==> src/rtl/axi_stream_packet_tx_if.sv <==
// Shared AXI4-Stream word type and the stream interface with master/slave views.
// Kept in one file so the type is always declared before the interface that uses it.

package axi_stream_pkg;
    typedef logic [31:0] data_t;
endpackage

interface axi_stream_if;
    import axi_stream_pkg::*;

    data_t tdata;
    logic  tvalid;
    logic  tlast;
    logic  tready;

    modport master (
        output tdata,
        output tvalid,
        output tlast,
        input  tready
    );

    modport slave (
        input  tdata,
        input  tvalid,
        input  tlast,
        output tready
    );
endinterface

==> src/rtl/axi_stream_packet_tx.sv <==
// Buffered AXI4-Stream packet transmitter: words are loaded locally, then a start pulse
// streams the first pkt_len of them with tlast on the final beat.

module axi_stream_packet_tx
    import axi_stream_pkg::*;
#(
    parameter int unsigned MAX_BEATS = 8,
    parameter int unsigned LEN_W     = $clog2(MAX_BEATS) + 1,
    parameter int unsigned CNT_W     = 16
) (
    input  logic             aclk,
    input  logic             areset_n,

    input  logic             load_valid_i,
    input  data_t            load_data_i,
    output logic             load_ready_o,

    input  logic             start_i,
    input  logic [LEN_W-1:0] pkt_len_i,

    output logic             busy_o,
    output logic             done_o,
    output logic             start_err_o,
    output logic [CNT_W-1:0] pkt_count_o,

    axi_stream_if.master     m_axi_stream
);

    localparam int unsigned      IDX_W     = (MAX_BEATS > 1) ? $clog2(MAX_BEATS) : 1;
    localparam logic [LEN_W-1:0] MaxBeatsL = LEN_W'(MAX_BEATS);

    typedef enum logic {
        StIdle,
        StSend
    } state_e;

    state_e           state_q, state_d;
    logic [LEN_W-1:0] fill_cnt_q, fill_cnt_d;
    logic [LEN_W-1:0] rd_ptr_q, rd_ptr_d;
    logic [LEN_W-1:0] len_q, len_d;
    logic             done_q, done_d;
    logic             start_err_q, start_err_d;
    logic [CNT_W-1:0] pkt_count_q, pkt_count_d;

    data_t            buf_q [MAX_BEATS];

    logic             load_fire;
    logic             beat_fire;
    logic             is_last;
    logic [LEN_W-1:0] eff_len;

    // load_ready is gated by the raw reset so it reads 0 while reset is held.
    always_comb begin
        load_ready_o = areset_n && (state_q == StIdle) && (fill_cnt_q < MaxBeatsL);
        load_fire    = load_valid_i && load_ready_o;
        eff_len      = fill_cnt_q + LEN_W'(load_fire);
        is_last      = (rd_ptr_q == (len_q - LEN_W'(1)));
        beat_fire    = (state_q == StSend) && m_axi_stream.tready;
    end

    always_comb begin
        state_d     = state_q;
        fill_cnt_d  = fill_cnt_q;
        rd_ptr_d    = rd_ptr_q;
        len_d       = len_q;
        done_d      = 1'b0;
        start_err_d = 1'b0;
        pkt_count_d = pkt_count_q;

        unique case (state_q)
            StIdle: begin
                if (load_fire) begin
                    fill_cnt_d = fill_cnt_q + LEN_W'(1);
                end
                if (start_i) begin
                    if ((pkt_len_i == '0) || (pkt_len_i > eff_len)) begin
                        start_err_d = 1'b1;
                    end else begin
                        len_d    = pkt_len_i;
                        rd_ptr_d = '0;
                        state_d  = StSend;
                    end
                end
            end
            StSend: begin
                if (beat_fire) begin
                    rd_ptr_d = rd_ptr_q + LEN_W'(1);
                    if (is_last) begin
                        // Unsent words are dropped; the next packet starts from buffer[0].
                        state_d     = StIdle;
                        fill_cnt_d  = '0;
                        done_d      = 1'b1;
                        pkt_count_d = pkt_count_q + CNT_W'(1);
                    end
                end
            end
            default: state_d = StIdle;
        endcase
    end

    always_ff @(posedge aclk or negedge areset_n) begin
        if (!areset_n) begin
            state_q     <= StIdle;
            fill_cnt_q  <= '0;
            rd_ptr_q    <= '0;
            len_q       <= '0;
            done_q      <= 1'b0;
            start_err_q <= 1'b0;
            pkt_count_q <= '0;
        end else begin
            state_q     <= state_d;
            fill_cnt_q  <= fill_cnt_d;
            rd_ptr_q    <= rd_ptr_d;
            len_q       <= len_d;
            done_q      <= done_d;
            start_err_q <= start_err_d;
            pkt_count_q <= pkt_count_d;
        end
    end

    always_ff @(posedge aclk) begin
        if (load_fire) begin
            buf_q[fill_cnt_q[IDX_W-1:0]] <= load_data_i;
        end
    end

    // tvalid comes straight from the state register so it never depends on tready.
    assign m_axi_stream.tvalid = (state_q == StSend);
    assign m_axi_stream.tlast  = (state_q == StSend) && is_last;
    assign m_axi_stream.tdata  = buf_q[rd_ptr_q[IDX_W-1:0]];

    assign busy_o      = (state_q == StSend);
    assign done_o      = done_q;
    assign start_err_o = start_err_q;
    assign pkt_count_o = pkt_count_q;

endmodule
==> src/flat_wrapper.sv <==
// flat-port wrapper written by rule: the top's interface ports become plain ports
module axi_stream_packet_tx_flat import axi_stream_pkg::*;
#(
    parameter int unsigned MAX_BEATS = 8,
    parameter int unsigned LEN_W     = $clog2(MAX_BEATS) + 1,
    parameter int unsigned CNT_W     = 16
)
  (aclk, areset_n, load_valid_i, load_data_i, load_ready_o, start_i, pkt_len_i, busy_o, done_o, start_err_o, pkt_count_o, m_axi_stream_tdata, m_axi_stream_tvalid, m_axi_stream_tlast, m_axi_stream_tready);
  axi_stream_if m_axi_stream_i ();
  input  logic aclk;
  input  logic areset_n;
  input  logic load_valid_i;
  input  data_t load_data_i;
  output logic load_ready_o;
  input  logic start_i;
  input  logic [LEN_W-1:0] pkt_len_i;
  output logic busy_o;
  output logic done_o;
  output logic start_err_o;
  output logic [CNT_W-1:0] pkt_count_o;
  output wire logic [$bits(m_axi_stream_i.tdata)-1:0] m_axi_stream_tdata;
  output wire logic [$bits(m_axi_stream_i.tvalid)-1:0] m_axi_stream_tvalid;
  output wire logic [$bits(m_axi_stream_i.tlast)-1:0] m_axi_stream_tlast;
  input wire logic [$bits(m_axi_stream_i.tready)-1:0] m_axi_stream_tready;
  assign m_axi_stream_tdata = m_axi_stream_i.tdata;
  assign m_axi_stream_tvalid = m_axi_stream_i.tvalid;
  assign m_axi_stream_tlast = m_axi_stream_i.tlast;
  assign m_axi_stream_i.tready = m_axi_stream_tready;
  axi_stream_packet_tx #(.MAX_BEATS(MAX_BEATS), .LEN_W(LEN_W), .CNT_W(CNT_W)) u_core (.aclk(aclk), .areset_n(areset_n), .load_valid_i(load_valid_i), .load_data_i(load_data_i), .load_ready_o(load_ready_o), .start_i(start_i), .pkt_len_i(pkt_len_i), .busy_o(busy_o), .done_o(done_o), .start_err_o(start_err_o), .pkt_count_o(pkt_count_o), .m_axi_stream(m_axi_stream_i));
endmodule
==> config.mk <==
export PLATFORM = sky130hd
export DESIGN_NAME = axi_stream_packet_tx_flat
export DESIGN_NICKNAME = d
export VERILOG_FILES = /design/src/rtl/axi_stream_packet_tx_if.sv /design/src/rtl/axi_stream_packet_tx.sv /design/src/flat_wrapper.sv
export SDC_FILE = /design/constraint.sdc
export NUM_CORES = 1
export LEC_CHECK = 0
export ABC_AREA = 1
export BUFFER_PORTS_ARGS = -buffer_cell sky130_fd_sc_hd__buf_2
export CORE_ASPECT_RATIO = 0.9
export CORE_MARGIN = 1
export CORE_UTILIZATION = 60
export CTS_CLUSTER_SIZE = 8
export DETAILED_ROUTE_END_ITERATION = 16
export PLACE_DENSITY = 0.8
export SETUP_SLACK_MARGIN = 0.5
export SLEW_MARGIN = 20
export SYNTH_ARGS = -nofsm -noshare
export SYNTH_HDL_FRONTEND = slang
export SYNTH_SLANG_ARGS = --single-unit
==> constraint.sdc <==
create_clock -name aclk -period 8.11 [get_ports aclk]
set_input_delay 0.811 -clock aclk [delete_from_list [all_inputs] [get_ports aclk]]
set_output_delay 0.811 -clock aclk [all_outputs]
set_load 0.1 [all_outputs]
==> results of run 1 <==
## worst register-to-register path, stage by stage, from the launching register on
cell     delay, ns
dfrtp_1       0.47
inv_1         0.12
nand2_1       0.05
nor2_1        0.15
nand2_1       0.17
inv_1         0.18
ha_1          0.23
nand3_1       0.12
xor2_1        0.17
ha_1          0.29
a21oi_1       0.17
nand2_1       0.07
nand2_1       0.07
nand3_1       0.33
o21ai_0       0.32
## report_power, final
part | leakage (nW) | internal (mW) | switching, mW | total [mW]
registers | 2.71 | 1.69 | 0.0669 | 1.76
logic | 1.93 | 0.421 | 1.97 | 2.39
clock network | 0.548 | 0.932 | 0.583 | 1.52
## path summary, 6_finish.rpt
kind	from	to	slack (ns)	cells after the start
max reg2reg	u_core.busy_o	u_core.len_q[2]	5.10	14
min in group aclk	u_core.pkt_count_o[13]	u_core.pkt_count_o[13]	0.50	2
min reg2reg	u_core.pkt_count_o[13]	u_core.pkt_count_o[13]	0.50	2
max	u_core.rd_ptr_q[0]	m_axi_stream_tdata[11]	3.75	7
max in group asynchronous	areset_n	u_core.rd_ptr_q[0]	7.26	1
min	areset_n	u_core.rd_ptr_q[0]	0.33	1
## metrics by stage
step	utilization (%)	total power, mW	hold WS [ns]	area [µm²]
after floorplan	-	3.75	0.453	11900
after CTS	70.8	5.68	0.348	13600
after global placement	64.9	4.12	0.473	12500
final	71.1	5.67	0.333	13700
after detailed placement	64.9	4.16	0.501	12500
after global routing	71.1	5.90	0.379	13700
## cell families (layout without fill, tap and decap cells)
logic type,count (synthesis),count (layout)
xor+xnor,18,18
flops,287,287
fa+ha+maj,10,10
buf+inv,93,199
simple gates,424,424
compound gates,203,203
other cells,0,1
## final cells by class
cell class	instances	area (µm²)	share of cell area, %
diodes	1	2.50	0.0183
clock buffers	54	1100	7.99
clock inverters	2	36.3	0.265
inverters	37	141	1.03
multi-input cells	655	3050	22.2
flip-flops and latches	287	8470	61.8
well taps	250	313	2.28
repair buffers	106	604	4.41
## cell usage in the layout, fill, tap and decap left out, drive strengths merged
master | netlist | layout
xor2 | 8 | 8
nand3 | 25 | 25
buf | 31 | 106
dfrtp | 31 | 31
inv | 36 | 36
ha | 10 | 10
clkinv | 1 | 3
o21ai | 135 | 135
nor2 | 188 | 188
diode | 0 | 1
clkbuf | 25 | 54
nand4 | 3 | 3
a21boi | 1 | 1
o21bai | 1 | 1
nand2 | 205 | 205
a31oi | 32 | 32
xnor2 | 10 | 10
edfxtp | 256 | 256
nor3 | 3 | 3
a21oi | 34 | 34
## sequential cells by signal (all words and copies together) (netlist names)
register / flops
u_core.busy_o: 1
u_core.pkt_count_o: 16
u_core.done_o: 1
u_core.rd_ptr_q: 4
u_core.len_q: 4
u_core.buf_q: 256
u_core.start_err_o: 1
u_core.fill_cnt_q: 4
## metal layers
metal | track usage (%) | vias to the layer above | share of wire (%)
li1 | - | 3768 | -
met1 | 34.5 | 3859 | 42
met2 | 41.6 | 364 | 48
met3 | 5.32 | 56 | 7.4
met4 | 10.0 | 2 | 2.0
met5 | 0 | - | 0.051
==> reports/metrics.cfg, run 1 <==
[grt]
grt_max_degree = 113
gr-usage-all-layers_pct = 25.7
overflow = 0
antenna_found_initial = 2
grt_pass1_vias = 7702
grt_pass1_wl_mm = 39.3

[critical_path]
start_kind = flop
crit_path_max_fanout = 75
cp-end-kind = output pin
cp.arrival_ns = 3.55
slowest_stage = buf_4
worstPathRequired_ns = 7.30
setup.worst_path.class = reg -> out
cp_top_family = buffers and inverters
path_buf_inv = 3
slowest_delay_ns = 0.68
worstPathCellList = clkinv_2 -> buf_4 -> nor2_1 -> o21ai_0 -> a21oi_1 -> a31oi_1 -> buf_2

[drt]
route.vias.total = 8049
wl_per_cell_um = 18.4
wl_mm = 25.6
ant_nets = 0
drc = 0
drtIter0Drc = 657
dr.pass1.iters = 5
avgViaCountPerCell = 5.78

[synthesis]
synth_flop_cell = edfxtp_1
synth.top_cells.by_count = edfxtp_1 (256), nand2_1 (204), nor2_1 (187)
netlist_area_um2 = 11900
yosysSeqAreaShare_pct = 71.2
ys_seq_elements = 287
synth_edf_count = 256
synth_top_family_by_area = simple AND/OR/NAND/NOR gates
synthMuxAreaShare_pct = 0
syn_nets = 1086
async_flop_share_pct = 10.8
synth.most_common_cell = edfxtp_1
ys_top_cells_by_area = edfxtp_1 (65%), dfrtp_1 (6.5%), nand2_1 (6.4%), nor2_1 (5.9%), o21ai_0 (5.1%)
synth_compound_area_share_pct = 8.93
synth_warnings = 0
yosysTopAreaCell = edfxtp_1
syn_avg_cell_area_um2 = 11.5
syn-instance-count = 1035
synthAdderAreaFrac_pct = 1.05
synth_top_area_share_pct = 64.7
yosysUniqueCellTypes = 27
post_synth_xor_area_fraction_pct = 1.33
synthSimpleGateAreaFrac_pct = 13.9

[clocking]
clockBufferDepth = 3
cts_tree = yes
clock-sinks = 287
cts_resized = 0
clock-root-buffer = clkbuf_16
htreeDepth = 2
cts_hold_buffers = 0
cts_setup_buffers = 0
clock_latency_ns = 0.53
cts_buffers = 41
cts.reportedPaths.clkPinSlew_ns = 0.05

[floorplan]
dieHeight_um = 136
core_area_um2 = 19300
io_pins = 95
start_util_pct = 61.6
die_area_um2 = 20400
rows = 48
die-width_um = 150

[min_path]
hold_class = in -> async

[finish]
layout-drive-gt1-share_pct = 14.5
area_growth_pct = 15.3
fin_cells = 1392
fillers = 1250
final_nets = 1179

[sta]
fin_skew_ns = 0.0105
max_freq_ghz = 0.229
worst_slack_ns = 3.75
hold_viol = 0
post-route-min-period_ns = 4.36
tightest_slew_ns = 1.12
setup_viol = 0
fin_tns_setup_ns = 0
rsz0062_at_grt = no
relSlewSlack_pct = 24.9
finalMaxSlewViolations = 0
final.period_utilization_pct = 53.8

[job]
maxCapViolCount = 0

[placed_design]
io_buffers = 94
place_ws_ns = 4.25
gp_congestion = 0.888
dp.cells = 1333
detailed_place_hpwl_mm = 13.3

[run_status]
status = finished clean

[power_and_ir_drop]
power.density_nw_per_um2 = 413
p_leak_nw = 5.19
peakVddDrop_mv = 0.415

(Power assumes the default switching activity.)
==> inputs of run 2 (changes only) <==
--- a/config.mk
+++ b/config.mk
@@ -9,10 +9,10 @@
 export BUFFER_PORTS_ARGS = -buffer_cell sky130_fd_sc_hd__buf_2
 export CORE_ASPECT_RATIO = 0.9
 export CORE_MARGIN = 1
-export CORE_UTILIZATION = 60
+export CORE_UTILIZATION = 54
 export CTS_CLUSTER_SIZE = 8
 export DETAILED_ROUTE_END_ITERATION = 16
-export PLACE_DENSITY = 0.8
+export PLACE_DENSITY = 0.76
 export SETUP_SLACK_MARGIN = 0.5
 export SLEW_MARGIN = 20
 export SYNTH_ARGS = -nofsm -noshare
==> constraint.sdc (replaced) <==
create_clock -name aclk -period 3.8 [get_ports aclk]
set_input_delay 0.38 -clock aclk [delete_from_list [all_inputs] [get_ports aclk]]
set_output_delay 0.38 -clock aclk [all_outputs]
set_load 0.1 [all_outputs]
==> run 2 against run 1 <==
Net effect:
- wire length down 1.4%
- power is 110% higher
- flip-flop and latch count unchanged
- sequential share of layout area decreased by 0.39 points
- via count is 0.89% lower
- sequential power increased by 110%
- largest power group unchanged
- design area rose by 0.66%
- core utilization down 7.3 points
- die area rose by 11%
- global-route usage shrank 2.6 points
- critical path depth shrank 1
- final cell count is 3.4% higher
==> reports/metrics.cfg, run 2 (same netlist as run 1, synthesis figures left out) <==
[drt]
drc = 0
ant_nets = 0
wl_per_cell_um = 17.6
wl_mm = 25.3
drtIter0Drc = 755
dr.pass1.iters = 5
route.vias.total = 7977
avgViaCountPerCell = 5.54

[critical_path]
cp_top_family = buffers and inverters
cp-end-kind = output pin
reg2reg_slack_ns = 1.01
slowest_delay_ns = 0.49
worstPathRequired_ns = 3.42
setup.worst_path.class = reg -> out
path_buf_inv = 2
start_kind = flop
cp.arrival_ns = 2.71
worstPathCellList = buf_12 -> o21ai_0 -> o21ai_1 -> a21oi_1 -> a31oi_1 -> buf_2
timing.rr.start = u_core.busy_o
crit_path_max_fanout = 133
r2r.worst_path.cells = 15
reg2reg_to = u_core.len_q[3]
slowest_stage = buf_2

[sta]
hold_viol = 0
setup_viol = 0
relSlewSlack_pct = 44.2
rsz0062_at_grt = no
post-route-min-period_ns = 3.09
max_freq_ghz = 0.324
fin_skew_ns = 0.00855
finalMaxSlewViolations = 0
fin_tns_setup_ns = 0
tightest_slew_ns = 0.835
final.period_utilization_pct = 81.2

[clocking]
clock-root-buffer = clkbuf_16
cts_buffers = 41
clock-sinks = 287
clockBufferDepth = 3
cts_tree = yes
htreeDepth = 2
cts.reportedPaths.clkPinSlew_ns = 0.05
clock_latency_ns = 0.52

[placed_design]
place_area_um2 = 12600
gp_congestion = 0.843
detailed_place_hpwl_mm = 13.2
io_buffers = 94

[floorplan]
rows = 51
io_pins = 95
core_area_um2 = 21600
start_util_pct = 54.9
die_area_um2 = 22600
dieHeight_um = 143
die-width_um = 158

[job]
maxCapViolCount = 0

[min_path]
worstHoldStart = load_data_i[4]
whs_path_depth = 1
hold_class = in -> reg
holdPathEnd = u_core.buf_q[6][4]

[grt]
overflow = 0
grt_max_degree = 134
grt_pass1_vias = 7705
grt_pass1_wl_mm = 39.5
antenna_found_initial = 4
gr-usage-all-layers_pct = 23.1

[power_and_ir_drop]
power.density_nw_per_um2 = 880
power.total_mw = 12.1
p_leak_nw = 5.21
peakVddDrop_mv = 0.735

[finish]
design_area_um2 = 13800
fillers = 1614
final_cell_mix = edfxtp_1 (256), nand2_1 (204), nor2_1 (179), o21ai_0 (122), buf_2 (94)
layout-drive-gt1-share_pct = 15.0
largest_reg_flops = 256
final_nets = 1184
final_common_cell = edfxtp_1
final_util_pct = 63.8
area_growth_pct = 16.1

[run_status]
status = finished clean

run 2: how the worst max path moves through the flow:
stage | from | cells past startpoint | slack [ns] | end
floorplan | u_core.busy_o | 18 | 0.57 | u_core.len_q[2]
global placement | u_core.busy_o | 17 | 1.15 | u_core.len_q[3]
detailed placement | u_core.busy_o | 14 | 1.02 | u_core.len_q[3]
CTS | u_core.rd_ptr_q[1] | 5 | 0.60 | m_axi_stream_tdata[31]
global route | u_core.rd_ptr_q[0] | 6 | 0.63 | m_axi_stream_tdata[11]
finish | u_core.rd_ptr_q[0] | 6 | 0.71 | m_axi_stream_tdata[19]
run 2: stage by stage:
stage                     hold WS [ns]  instances  setup slack (ns)
final                            0.124       1439             0.715
after global routing             0.122       1439             0.633
after floorplan                 0.0844       1035             0.572
after global placement           0.440       1380              1.15
after CTS                        0.110       1437             0.596
after detailed placement         0.439       1380              1.02
run 2: area by class of cell:
cell class              count  area (µm²)  share of cell area (%)
flip-flops and latches    287        8470                    61.4
multi-input cells         655        3060                    22.1
inverters                  37         144                    1.04
diodes                      2        5.00                  0.0363
clock inverters             2        36.3                   0.263
repair buffers            111         629                    4.56
clock buffers              54        1100                    7.94
well taps                 291         364                    2.64
run 2: layer usage:
metal | track usage (%) | wire, µm
met1 | 30.4 | 10900
met4 | 10.3 | 586
met3 | 4.19 | 1720
met2 | 37.7 | 12100
met5 | 0 | 23
run 2: report_power, final:
| group | total, mW | switching, mW | internal [mW] |
|---|---|---|---|
| registers | 3.74 | 0.128 | 3.61 |
| clock network | 3.22 | 1.23 | 1.99 |
| logic | 5.19 | 4.25 | 0.936 |
| total | 12.1 | 5.61 | 6.54 |
run 2: timing repair:
action	in CTS	in global routing
setup buffers	0	0
hold buffers	1	0
gates resized for setup	0	3
setup endpoints to repair	0	4
hold endpoints to repair	31	0
==> inputs of run 3 (changes only) <==
--- a/config.mk
+++ b/config.mk
@@ -9,10 +9,10 @@
 export BUFFER_PORTS_ARGS = -buffer_cell sky130_fd_sc_hd__buf_2
 export CORE_ASPECT_RATIO = 0.9
 export CORE_MARGIN = 1
-export CORE_UTILIZATION = 54
+export CORE_UTILIZATION = 60
 export CTS_CLUSTER_SIZE = 8
 export DETAILED_ROUTE_END_ITERATION = 16
-export PLACE_DENSITY = 0.76
+export PLACE_DENSITY = 0.8
 export SETUP_SLACK_MARGIN = 0.5
 export SLEW_MARGIN = 20
 export SYNTH_ARGS = -nofsm -noshare
==> constraint.sdc (replaced) <==
create_clock -name aclk -period 2.9 [get_ports aclk]
set_input_delay 0.29 -clock aclk [delete_from_list [all_inputs] [get_ports aclk]]
set_output_delay 0.29 -clock aclk [all_outputs]
set_load 0.1 [all_outputs]
==> run 3 against run 2 <==
Net effect:
- die area is 9.9% lower
- combinational power up 90%
- design area increased by 12%
- wire length is 34% higher
- flip-flop and latch count did not move
- non-clock buffer count grew 47
- clock-buffer cell count rose by 5
- global-route usage up 6.1 points
- via count is 13% higher
- final cell count rose by 0.76%
==> reports/metrics.cfg, run 3 (same netlist as run 1, synthesis figures left out) <==
[power_and_ir_drop]
peakVddDrop_mv = 1.34
power.density_nw_per_um2 = 1240
p_leak_nw = 5.80

[floorplan]
io_pins = 95
dieHeight_um = 136
die-width_um = 150
rows = 48
die_area_um2 = 20400
start_util_pct = 61.6
core_area_um2 = 19300

[drt]
dr.pass1.iters = 6
ant_nets = 0
route.vias.total = 9018
met3_length_mm = 3.40
routed.top_layer = met5
wl_per_cell_um = 23.4
avgViaCountPerCell = 6.22
drtIter0Drc = 1034
met1_length_mm = 12.4
wl_mm = 33.9
drc = 0
wl_met2_mm = 17.0

[finish]
final_nets = 1233
area_growth_pct = 30.3
fin_cells = 1450
layout-drive-gt1-share_pct = 27.5
final_common_cell = edfxtp_1
final_cell_mix = edfxtp_1 (256), nand2_1 (181), nor2_1 (171), o21ai_1 (65), buf_2 (61)
fillers = 964
largest_reg_flops = 256

[sta]
finalMaxSlewViolations = 0
final.period_utilization_pct = 86.6
relSlewSlack_pct = 56.3
rsz0062_at_grt = yes
fin_skew_ns = 0.0140
fin_tns_setup_ns = 0
hold_viol = 0
max_freq_ghz = 0.398
tightest_slew_ns = 0.654
setup_viol = 0
post-route-min-period_ns = 2.51

[critical_path]
r2r.worst_path.cells = 17
crit_path_max_fanout = 7
start_kind = flop
cp.arrival_ns = 2.22
worstPathRequired_ns = 2.61
timing.rr.start = u_core.busy_o
setup.worst_path.class = reg -> out
reg2reg_slack_ns = 0.52
crit_start = u_core.rd_ptr_q[0]
cp-end-kind = output pin
reg2reg_to = u_core.len_q[2]

[placed_design]
detailed_place_hpwl_mm = 13.9
gp_congestion = 0.840
io_buffers = 94
dp.cells = 1346

[grt]
overflow = 0
grt_max_degree = 36
grt_pass1_wl_mm = 44.2
grt_pass1_vias = 8391
antenna_found_initial = 2
gr-usage-all-layers_pct = 29.3

[clocking]
clock-sinks = 287
clockBufferDepth = 3
cts_buffers = 41
cts_tree = yes
cts.reportedPaths.clkPinSlew_ns = 0.06
clock_latency_ns = 0.53
clock-root-buffer = clkbuf_16
htreeDepth = 2

[job]
maxCapViolCount = 0

[min_path]
whs_path_depth = 1
holdPathEnd = u_core.buf_q[6][24]
hold_class = in -> reg
worstHoldStart = load_data_i[24]

[run_status]
status = finished clean

## run 3: changes by cell type in the layout (fill, tap and decap cells not counted), moves of 21 or more
cell	delta
o21ai_0	-64
o21ai_1	+52
buf_2	-33
a31oi_1	-32
a31oi_2	+32
buf_6	+31
nand2_1	-23
a21oi_1	-21
a21oi_2	+21
## run 3: area by class of cell
| type | instances | area, µm² | area share (%) |
|---|---|---|---|
| repair inverters | 1 | 16.3 | 0.105 |
| diodes | 1 | 2.50 | 0.0162 |
| clock inverters | 1 | 8.76 | 0.0566 |
| clock buffers | 59 | 1140 | 7.34 |
| flip-flops and latches | 287 | 8470 | 54.7 |
| inverters | 37 | 193 | 1.24 |
| multi-input cells | 656 | 3590 | 23.2 |
| repair buffers | 158 | 1750 | 11.3 |
| well taps | 250 | 313 | 2.02 |
## run 3: metrics by stage
| stage | hold slack (ns) | utilization [%] | setup slack [ns] | total power [mW] | instance area [µm²] |
|---|---|---|---|---|---|
| 5_1_grt | 0.0406 | 80.3 | 0.365 | 19.7 | 15500 |
| 6_report | 0.0314 | 80.3 | 0.389 | 19.1 | 15500 |
| 3_5_place_dp | 0.379 | 67.4 | 0.369 | 12.2 | 13000 |
| 4_1_cts | 0.0271 | 77.0 | 0.455 | 17.8 | 14800 |
| 2_1_floorplan | -0.00559 | - | -0.0886 | 10.9 | 12200 |
| 3_3_place_gp | 0.366 | 67.4 | 0.473 | 12.1 | 13000 |
## run 3: layer usage
metal / vias up / global-route usage, %
li1: 3895 / -
met1: 4345 / 38.5
met2: 660 / 48.0
met3: 116 / 4.78
met4: 2 / 13.7
met5: - / 0
## run 3: where the power goes
part / switching, mW / internal [mW] / leakage [nW]
clock: 1.71 / 2.67 / 0.553
combinational: 6.75 / 3.09 / 2.53
sequential: 0.178 / 4.74 / 2.71
## run 3: how the worst max path moves through the flow
stage / cells after the start / end / slack, ns
final: 8 / m_axi_stream_tdata[21] / 0.39
after global routing: 8 / m_axi_stream_tdata[0] / 0.36
after CTS: 8 / m_axi_stream_tdata[11] / 0.45
after detailed placement: 17 / u_core.len_q[0] / 0.37
after global placement: 17 / u_core.len_q[2] / 0.47
after floorplan: 18 / u_core.len_q[2] / -0.09
## run 3: repair_timing
action                                  CTS  global route
gates cloned                              8            11
pin swaps                                 7            43
endpoints found under the hold margin    31             0
endpoints found under the setup margin   43            43
setup buffers                            12            11
gates resized for setup                 115           125
hold buffers                              1             0
## run 3: worst max-delay path, cell delays in order, from the launching register on
cell and delay (ns):
dfrtp_4 0.50, buf_12 0.18, clkinv_8 0.09, clkbuf_16 0.16, nor2_2 0.04, o21ai_1 0.19, a21oi_1 0.10, a31oi_2 0.21
buf_12 0.21
